$ cat config.mk
export PLATFORM = sky130hd
export DESIGN_NAME = scu
export DESIGN_NICKNAME = d
export VERILOG_FILES = /design/src/rtl/scu_pkg.sv /design/src/rtl/scu_lane.sv /design/src/rtl/scu.sv
export SDC_FILE = /design/constraint.sdc
export NUM_CORES = 1
export LEC_CHECK = 0
export BUFFER_PORTS_ARGS = -buffer_cell sky130_fd_sc_hd__buf_2
export CAP_MARGIN = 25
export CORE_ASPECT_RATIO = 0.5
export CORE_UTILIZATION = 62
export DETAILED_ROUTE_END_ITERATION = 12
export HOLD_SLACK_MARGIN = 0.06
export PLACE_DENSITY = 0.79
export SLEW_MARGIN = 10
export SYNTH_ARGS = -nofsm -noshare
export SYNTH_HDL_FRONTEND = slang
export SYNTH_HIERARCHICAL = 1
export SYNTH_SLANG_ARGS = --single-unit
export TNS_END_PERCENT = 100
$ cat constraint.sdc
create_clock -name clk -period 2.1 [get_ports clk]
set_clock_uncertainty 0.05 [all_clocks]
set_input_delay 0.315 -clock clk [delete_from_list [all_inputs] [get_ports clk]]
set_output_delay 0.315 -clock clk [all_outputs]
set_load 0.01 [all_outputs]
$ cat src/rtl/scu_pkg.sv
// scu_pkg: shared types, lane-config layout and field offsets for the signal control unit
package scu_pkg;
  typedef enum logic [1:0] {PASS, FORCE0, FORCE1, INVERT} action_e;
  typedef enum logic [1:0] {IDLE, LEVEL, HOLD} lane_state_e;
  localparam int M_DEF = 6;
  localparam int D_DEF = 8;
  localparam int OFF_EN = 0;
  localparam int OFF_ACT = 1;
  localparam int OFF_SEL = 3;
  function automatic int sel_w(input int m);
    return $clog2(m);
  endfunction
  function automatic int off_hold(input int m);
    return OFF_SEL + sel_w(m);
  endfunction
  function automatic int cfg_w(input int m, input int d);
    return off_hold(m) + d;
  endfunction
  typedef struct packed {
    logic [D_DEF-1:0]           hold;
    logic [sel_w(M_DEF)-1:0]    sel;
    action_e                    action;
    logic                       en;
  } lane_cfg_t;
endpackage

$ cat src/rtl/scu_lane.sv
// scu_lane: one controllable lane, trigger-driven FSM with hold counter and output patch mux
module scu_lane import scu_pkg::*; #(
  parameter int M = M_DEF,
  parameter int D = D_DEF
) (
  input  logic                clk,
  input  logic                rst,
  input  logic                cfg_en,
  input  logic                en,
  input  action_e             action,
  input  logic [sel_w(M)-1:0] sel,
  input  logic [D-1:0]        hold,
  input  logic [M-1:0]        trigger,
  input  logic                s_in,
  output logic                s_out,
  output logic                patch_active
);
  localparam int SW = sel_w(M);
  localparam int TW = 2 ** SW;
  lane_state_e state_q, state_d;
  logic [D-1:0] cnt_q, cnt_d;
  logic [TW-1:0] trig_x;
  logic t;
  // zero-extended so out-of-range selects read as an inactive trigger
  assign trig_x = TW'(trigger);
  assign t = en & trig_x[sel];
  always_comb begin
    state_d = state_q;
    cnt_d = cnt_q;
    if (cfg_en) begin
      state_d = IDLE;
      cnt_d = '0;
    end else begin
      case (state_q)
        IDLE: if (t) begin
          state_d = (hold == '0) ? LEVEL : HOLD;
          cnt_d = hold;
        end
        LEVEL: if (!t) state_d = IDLE;
        HOLD: if (t) cnt_d = hold;
          else if (cnt_q == D'(1)) begin
            state_d = IDLE;
            cnt_d = '0;
          end else cnt_d = cnt_q - 1'b1;
        default: state_d = IDLE;
      endcase
    end
  end
  always_ff @(posedge clk or negedge rst) begin
    if (!rst) begin
      state_q <= IDLE;
      cnt_q <= '0;
    end else begin
      state_q <= state_d;
      cnt_q <= cnt_d;
    end
  end
  assign patch_active = !cfg_en && state_q != IDLE;
  assign s_out = !patch_active ? s_in :
                 action == FORCE0 ? 1'b0 :
                 action == FORCE1 ? 1'b1 :
                 action == INVERT ? ~s_in : s_in;
endmodule

$ cat src/rtl/scu.sv
// scu: signal control unit, serial config scan chain feeding L independently triggered patch lanes
module scu import scu_pkg::*; #(
  parameter int M = M_DEF,
  parameter int L = 4,
  parameter int D = D_DEF
) (
  input  logic         clk,
  input  logic         rst,
  input  logic [M-1:0] trigger,
  input  logic [L-1:0] s_in,
  output logic [L-1:0] s_out,
  output logic [L-1:0] patch_active,
  input  logic         cfg_en,
  input  logic         cfg_in,
  output logic         cfg_out
);
  localparam int W = cfg_w(M, D);
  localparam int SW = sel_w(M);
  localparam int OH = off_hold(M);
  localparam int N = L * W;
  logic [N-1:0] chain_q, chain_d;
  assign chain_d = cfg_en ? {cfg_in, chain_q[N-1:1]} : chain_q;
  always_ff @(posedge clk or negedge rst) begin
    if (!rst) chain_q <= '0;
    else chain_q <= chain_d;
  end
  // chain_q[0] is itself a flop, so each SCU adds exactly N stages to a daisy chain
  assign cfg_out = chain_q[0];
  for (genvar g = 0; g < L; g++) begin : g_lane
    logic [W-1:0] c;
    assign c = chain_q[g*W +: W];
    scu_lane #(.M(M), .D(D)) u_lane (
      .clk          (clk),
      .rst          (rst),
      .cfg_en       (cfg_en),
      .en           (c[OFF_EN]),
      .action       (action_e'(c[OFF_ACT +: 2])),
      .sel          (c[OFF_SEL +: SW]),
      .hold         (c[OH +: D]),
      .trigger      (trigger),
      .s_in         (s_in[g]),
      .s_out        (s_out[g]),
      .patch_active (patch_active[g])
    );
  end
endmodule

==> metrics, run 1 <==
status=finished, final reports clean; Slew HR=57.9%; die area=9170 um2; Util after Layout=72.9%; # Post-CTS Setup Buffers=0; largest net degree at the start of global routing=39; FP Rows=23; Warnings, synthesis=6; Internal=0.00420 W; 1st-iter DRT viols=243; vias per cell=6.02; register area share after synthesis=44.2%; final hold violation count=0; syn nets=508; worst-margin pin slew=625 ps; fin crit share=95.8%; sw power=0.00205 W; Antenna Nets Post-Route=0; CTS max path bufs=2; Synth area leader=dfrtp_1; Final nets=544; Ant. Diodes=0; switching share of total power=32.8%; IO buf count=22; post-DP HPWL=7570 um; vias in the first global route=3,649; DRT Wirelength=11,100 um; Worst-path clk slew=70 ps; Compound-Gate Fraction of Synth Area=11.7%; FILL cells=565; latest clock arrival within the worst-skew pair=340 ps; fin crit period=2010 ps; CP Class=flip-flop to flip-flop; startpoint types=flip-flop; Synth top area share=44.2%; P_leak=2.72 nW; starting density of the core=65.8%; CTS buffer count=9; Post-Syn Instances=486; Highest Clock Rate=497 MHz; Overflow after GRT=0; pwr dens=1040 nW/um2; share of cells above drive strength 1=28.3%; Global Route Usage Sum=26.2%; Cell Area, Placed=5700 um2; Die Wd=134 um; num ports=23; clk sinks=96; Slew Limit Fails=0; synthesized flop and latch total=96; initial antenna violation count=0; first-pass GRT wire length=18,200 um; largest family of logic cells by synthesized area=multiplexers; CP max FO=10; simple-gate area share of the yosys netlist=14.7%; Die Span Y=68.2 um; multi-input combinational cell area=2840 um2; GP Congestion=0.867; arrival time at the worst endpoint=2200 ps; Synth cell types=45; DRC Markers=0; combinational fraction of design power=31.4%; worst endpoint required time=2290 ps; design area=6020 um2; clock share of power=26.3%; FF+latch area=2410 um2; First-pass DRT Iterations=4; Final setup violation count=0; Most used DFF post-synth=dfrtp_1; worst hold-check path type=input pin to flip-flop; maximum vdd drop=905 uV; maxcap violations=0; Netlist Area Pre-Place=5440 um2; WL/cell=17.4 um; Setup crit end kind=flip-flop; CTS root buf=clkbuf_16; CTS tree=built; H-tree depth=3; Post-synth EDFFs=0; Area contributors post-synth=dfrtp_1 44%, mux2_4 11%, mux2i_1 6.3%, mux2_2 5.2%, nand2_1 3.3%; Avg Cell Area, Syn=11.2 um2; Post-Synth Adder-Cell Area=1.84%; P&R area growth vs syn=10.8%; post-synthesis mux area share=22.8%; power share of the sequential group=42.3%; DR vias=3,843; FFs w/ async S/R, synth=100%; Post-Synth XOR/XNOR Area=0.967%; Core Footprint=8260 um2; RSZ-0062 raised after global routing=no
-- layer usage --
metal	global-route usage, %	part of all wire (%)	wire length (um)
met1	33.9	48	5290
met2	44.4	48	5280
met3	6.30	3.4	374
met4	8.71	1.3	142
met5	0	0	0
-- state kept, by name, indices dropped and copies added (netlist names) --
name and flops:
chain_q 56, g_lane.u_lane/cnt_q 32, g_lane.u_lane/state_q 8
-- path summary, 6_finish.rpt --
kind / startpoint / endpoint / slack, ps / depth (start not counted)
min in group asynchronous: rst / g_lane[3].u_lane/cnt_q[1] / 490 / 2
min: cfg_in / chain_q[55] / 150 / 2
max in group asynchronous: rst / chain_q[15] / 920 / 3
min reg2reg: g_lane[1].u_lane/cnt_q[5] / g_lane[1].u_lane/cnt_q[5] / 470 / 2
max reg2reg: chain_q[46] / g_lane[3].u_lane/cnt_q[4] / 90 / 6
max: chain_q[46] / g_lane[3].u_lane/cnt_q[4] / 90 / 6
-- what timing repair did --
action                                  4_1_cts  5_1_grt
resized for setup                             1        5
pin swaps                                     0        0
hold buffers                                  1        0
cloned                                        0        0
endpoints found under the setup margin        6       11
hold endpoints to repair                     35        0
-- layout make-up --
class / count / area share (%)
clock buffers: 10 / 3.97
clock inverters: 5 / 0.956
inverters: 22 / 1.37
multi-input cells: 354 / 47.2
flip-flops and latches: 96 / 39.9
well taps: 112 / 2.33
repair buffers: 39 / 4.28
-- power groups by stage --
stage / Clock [W] / Sequential, W / Combinational (W)
floorplan: 0 / 0.00249 / 0.00155
global placement: 0 / 0.00263 / 0.00182
detailed placement: 0 / 0.00264 / 0.00187
CTS: 0.00167 / 0.00262 / 0.00192
global route: 0.00175 / 0.00269 / 0.00213
finish: 0.00164 / 0.00264 / 0.00196
-- worst max-delay path: stages, from the launching register on --
cell      delay, ps
dfrtp_1         430
mux2_2          350
a222oi_1        340
buf_4           200
nand2b_4        190
a21oi_1          80
o32ai_1         250
-- Yosys cell counts (all sizes together) (2+ instances only) --
library cell  instances
a211oi                3
a21boi                3
a21oi                18
a31oi                 4
a32oi                 3
and2                  7
and4bb                3
buf                  12
clkbuf                2
dfrtp                96
ha                    8
inv                  22
mux2                 66
mux2i                34
nand2                48
nand4                 2
nor2                 39
nor3                  7
nor3b                 7
nor4                 12
nor4b                 3
o21ai                38
o31ai                 6
o32ai                11
or2                   6
or3                   2
or3b                  3
or4                   7
xnor2                 6
-- stage by stage --
step,setup WS (ps),TNS (ps),std cells,total power [W],hold slack [ps]
detailed placement,-71.1,-248,622,0.00451,273
global placement,5.04,0,622,0.00445,263
finish,88.9,0,638,0.00624,150
CTS,16.0,0,638,0.00621,142
floorplan,218,0,486,0.00404,-30.6
global route,1.83,0,638,0.00657,152
-- layout by cell type (no fill, tap or decap), types with 18 or more instances in the layout --
| cell type | Yosys | layout |
|---|---|---|
| nor2_1 | 39 | 39 |
| o21ai_0 | 28 | 28 |
| mux2i_1 | 34 | 34 |
| dfrtp_1 | 96 | 93 |
| nand2_1 | 48 | 48 |
| mux2_2 | 25 | 25 |
| inv_1 | 22 | 22 |
| mux2_4 | 41 | 41 |
| buf_2 | 3 | 20 |
| a21oi_1 | 18 | 18 |
-- logic make-up (layout without fill, tap and decap cells) --
group,Yosys count,in the layout
adder cells (fa/ha/maj),8,8
flip-flops,96,96
multiplexers,100,100
AO/OA/AOI/OAI,90,90
AND/OR/NAND/NOR,150,150
XOR/XNOR,6,6
buffers and inverters,36,76
(Power assumes the default switching activity.)
==> run 2: changes to the inputs <==
ABC_AREA = 1   (was not set)
==> metrics, run 2 <==
share of cells above drive strength 1=10.6%; worst-margin pin slew=881 ps; Highest Clock Rate=560 MHz; Reg with most FFs=chain_q; largest net degree at the start of global routing=57; max reg flops=56; die area=9880 um2; DR vias=5,079; Worst Setup SP=g_lane[0].u_lane/state_q[0]; Core Footprint=8950 um2; count leader, synth=nand2_1; Synth top area share=40.9%; design area=6420 um2; FILL cells=721; Final nets=884; maximum vdd drop=681 uV; Worst-path clk slew=70 ps; Die Wd=140 um; Area contributors post-synth=dfrtp_1 41%, nand2_1 27%, inv_1 5.1%, nand3_1 4.8%, nor2_1 3.6%; fin crit share=85.0%; synthesized flop and latch total=96; DRC Markers=0; GP Congestion=0.927; combinational fraction of design power=36.5%; register area share after synthesis=40.9%; reg2reg end=g_lane[3].u_lane/state_q[1]; Overflow after GRT=0; R2R Setup Slk=440 ps; Post-Syn Instances=832; syn nets=854; reg2reg path depth=10; Die Span Y=70.8 um; starting density of the core=65.6%; Avg Cell Area, Syn=7.05 um2; post-DP HPWL=8550 um; Antenna Nets Post-Route=0; Global Route Usage Sum=26.9%; CTS max path bufs=2; H-tree depth=3; Cell Area, Placed=6090 um2; Setup crit end kind=primary output; most common cell after layout, fill and taps aside=nand2_1; Warnings, synthesis=6; WL/cell=12.2 um; maxcap violations=0; CTS tree=built; initial antenna violation count=0; clk sinks=96; 1st-iter DRT viols=275; IO buf count=22; power share of the sequential group=37.0%; arrival time at the worst endpoint=1420 ps; vias in the first global route=4,837; fin crit period=1780 ps; DRT Wirelength=12,000 um; Ant. Diodes=0; CP Class=flip-flop to primary output; P_leak=3.66 nW; Synth top cells by count=416 x nand2_1, 96 x dfrtp_1, 80 x inv_1, 56 x nand3_1, 56 x nor2_1; Synth cell types=29; CP max FO=4; Final setup violation count=0; FP Rows=24; first-pass GRT wire length=21,400 um; P&R area growth vs syn=9.36%; sw power=0.00247 W; clock share of power=26.5%; final setup TNS=0 ps; First-pass DRT Iterations=7; Slew HR=41.2%; worst hold-check path type=input pin to flip-flop; Netlist Area Pre-Place=5870 um2; num ports=23; pwr dens=1010 nW/um2; RR Startpoint=g_lane[3].u_lane/cnt_q[3]; most frequent cells in the layout=416 x nand2_1, 96 x dfrtp_1, 80 x inv_1; Internal=0.00401 W; Synth area leader=dfrtp_1; CTS buffer count=9; RSZ-0062 raised after global routing=no; switching share of total power=38.1%; final hold violation count=0; Largest regs=chain_q: 56 flops, g_lane.u_lane/cnt_q: 32 flops, g_lane.u_lane/state_q: 8 flops; startpoint types=flip-flop; vias per cell=5.16; Most used DFF post-synth=dfrtp_1; latest clock arrival within the worst-skew pair=340 ps; worst endpoint required time=1740 ps; status=finished, final reports clean; FFs w/ async S/R, synth=100%; Slew Limit Fails=0; Worst Setup EP=s_out[0]; CTS root buf=clkbuf_16; Post-synth EDFFs=0
==> run 2: cell count changes after synthesis, moves of 9 or more <==
cell | previous run | this run
nand3_1 | 0 | 56
mux2_2 | 25 | 0
inv_1 | 22 | 80
mux2_4 | 41 | 0
mux2i_1 | 34 | 0
nor2_2 | 0 | 9
o21ai_0 | 28 | 10
nand2_1 | 48 | 416
a21oi_1 | 18 | 8
nor2_1 | 39 | 56
==> run 2: cell families after synthesis <==
family	share of synthesized area, %
buf+inv	7.65
compound gates	2.75
flops	40.9
xor+xnor	1.64
simple gates	45.3
fa+ha+maj	1.71
==> run 2: through the flow <==
| stage | worst slack (ps) | total power [W] | hold slack (ps) | std cells | utilization, % |
|---|---|---|---|---|---|
| floorplan | 696 | 0.00427 | -30.6 | 832 | - |
| global placement | 411 | 0.00470 | 206 | 967 | 68.1 |
| detailed placement | 347 | 0.00476 | 213 | 967 | 68.1 |
| CTS | 332 | 0.00650 | 130 | 984 | 71.7 |
| global route | 183 | 0.00696 | 140 | 984 | 71.7 |
| finish | 315 | 0.00648 | 131 | 984 | 71.7 |
==> run 2: routing by layer <==
layer / part of all wire (%) / wire, um / track usage, % / up-vias
met3: 3.2 / 387 / 5.21 / 10
met5: 0 / 0 / 0 / -
met4: 0.79 / 95 / 6.84 / 0
met1: 49 / 5940 / 35.4 / 2359
li1: - / - / - / 2629
met2: 47 / 5620 / 46.5 / 81
==> run 2: how the worst min path moves through the flow <==
| stage | from | end | slack (ps) | depth (start not counted) |
|---|---|---|---|---|
| final | cfg_in | chain_q[55] | 130 | 3 |
| after global routing | cfg_in | chain_q[55] | 140 | 3 |
| after CTS | cfg_in | chain_q[55] | 130 | 3 |
| after detailed placement | rst | g_lane[1].u_lane/cnt_q[3] | 210 | 1 |
| after global placement | rst | g_lane[1].u_lane/cnt_q[3] | 210 | 1 |
| after floorplan | rst | chain_q[0] | -30 | 0 |
==> run 2: worst max-delay path: stages, from the launching register on <==
cell and delay, ps:
dfrtp_1 420, nor2_1 140, nor2_1 90, nand2_1 90, nor2_1 40, a21oi_1 140, buf_2 160
==> run 2: cell type report <==
| type | count | area, um2 | area share, % |
|---|---|---|---|
| clock buffer | 11 | 233 | 3.63 |
| clock inverter | 5 | 81.3 | 1.27 |
| multi-input combinational | 637 | 3020 | 47.0 |
| timing repair buffer | 32 | 215 | 3.35 |
| sequential | 96 | 2400 | 37.4 |
| inverter | 86 | 323 | 5.03 |
| tap | 117 | 146 | 2.28 |
==> run 2: power by group through the flow <==
stage	combinational, W	sequential (W)	clock (W)
CTS	0.00236	0.00239	0.00175
global placement	0.00229	0.00241	0
finish	0.00237	0.00240	0.00172
detailed placement	0.00234	0.00242	0
floorplan	0.00192	0.00235	0
global route	0.00270	0.00243	0.00183
==> run 2: what timing repair did <==
action	in CTS	in global routing
hold buffers	1	0
resized for setup	0	0
setup buffers	0	0
hold endpoints to repair	24	0
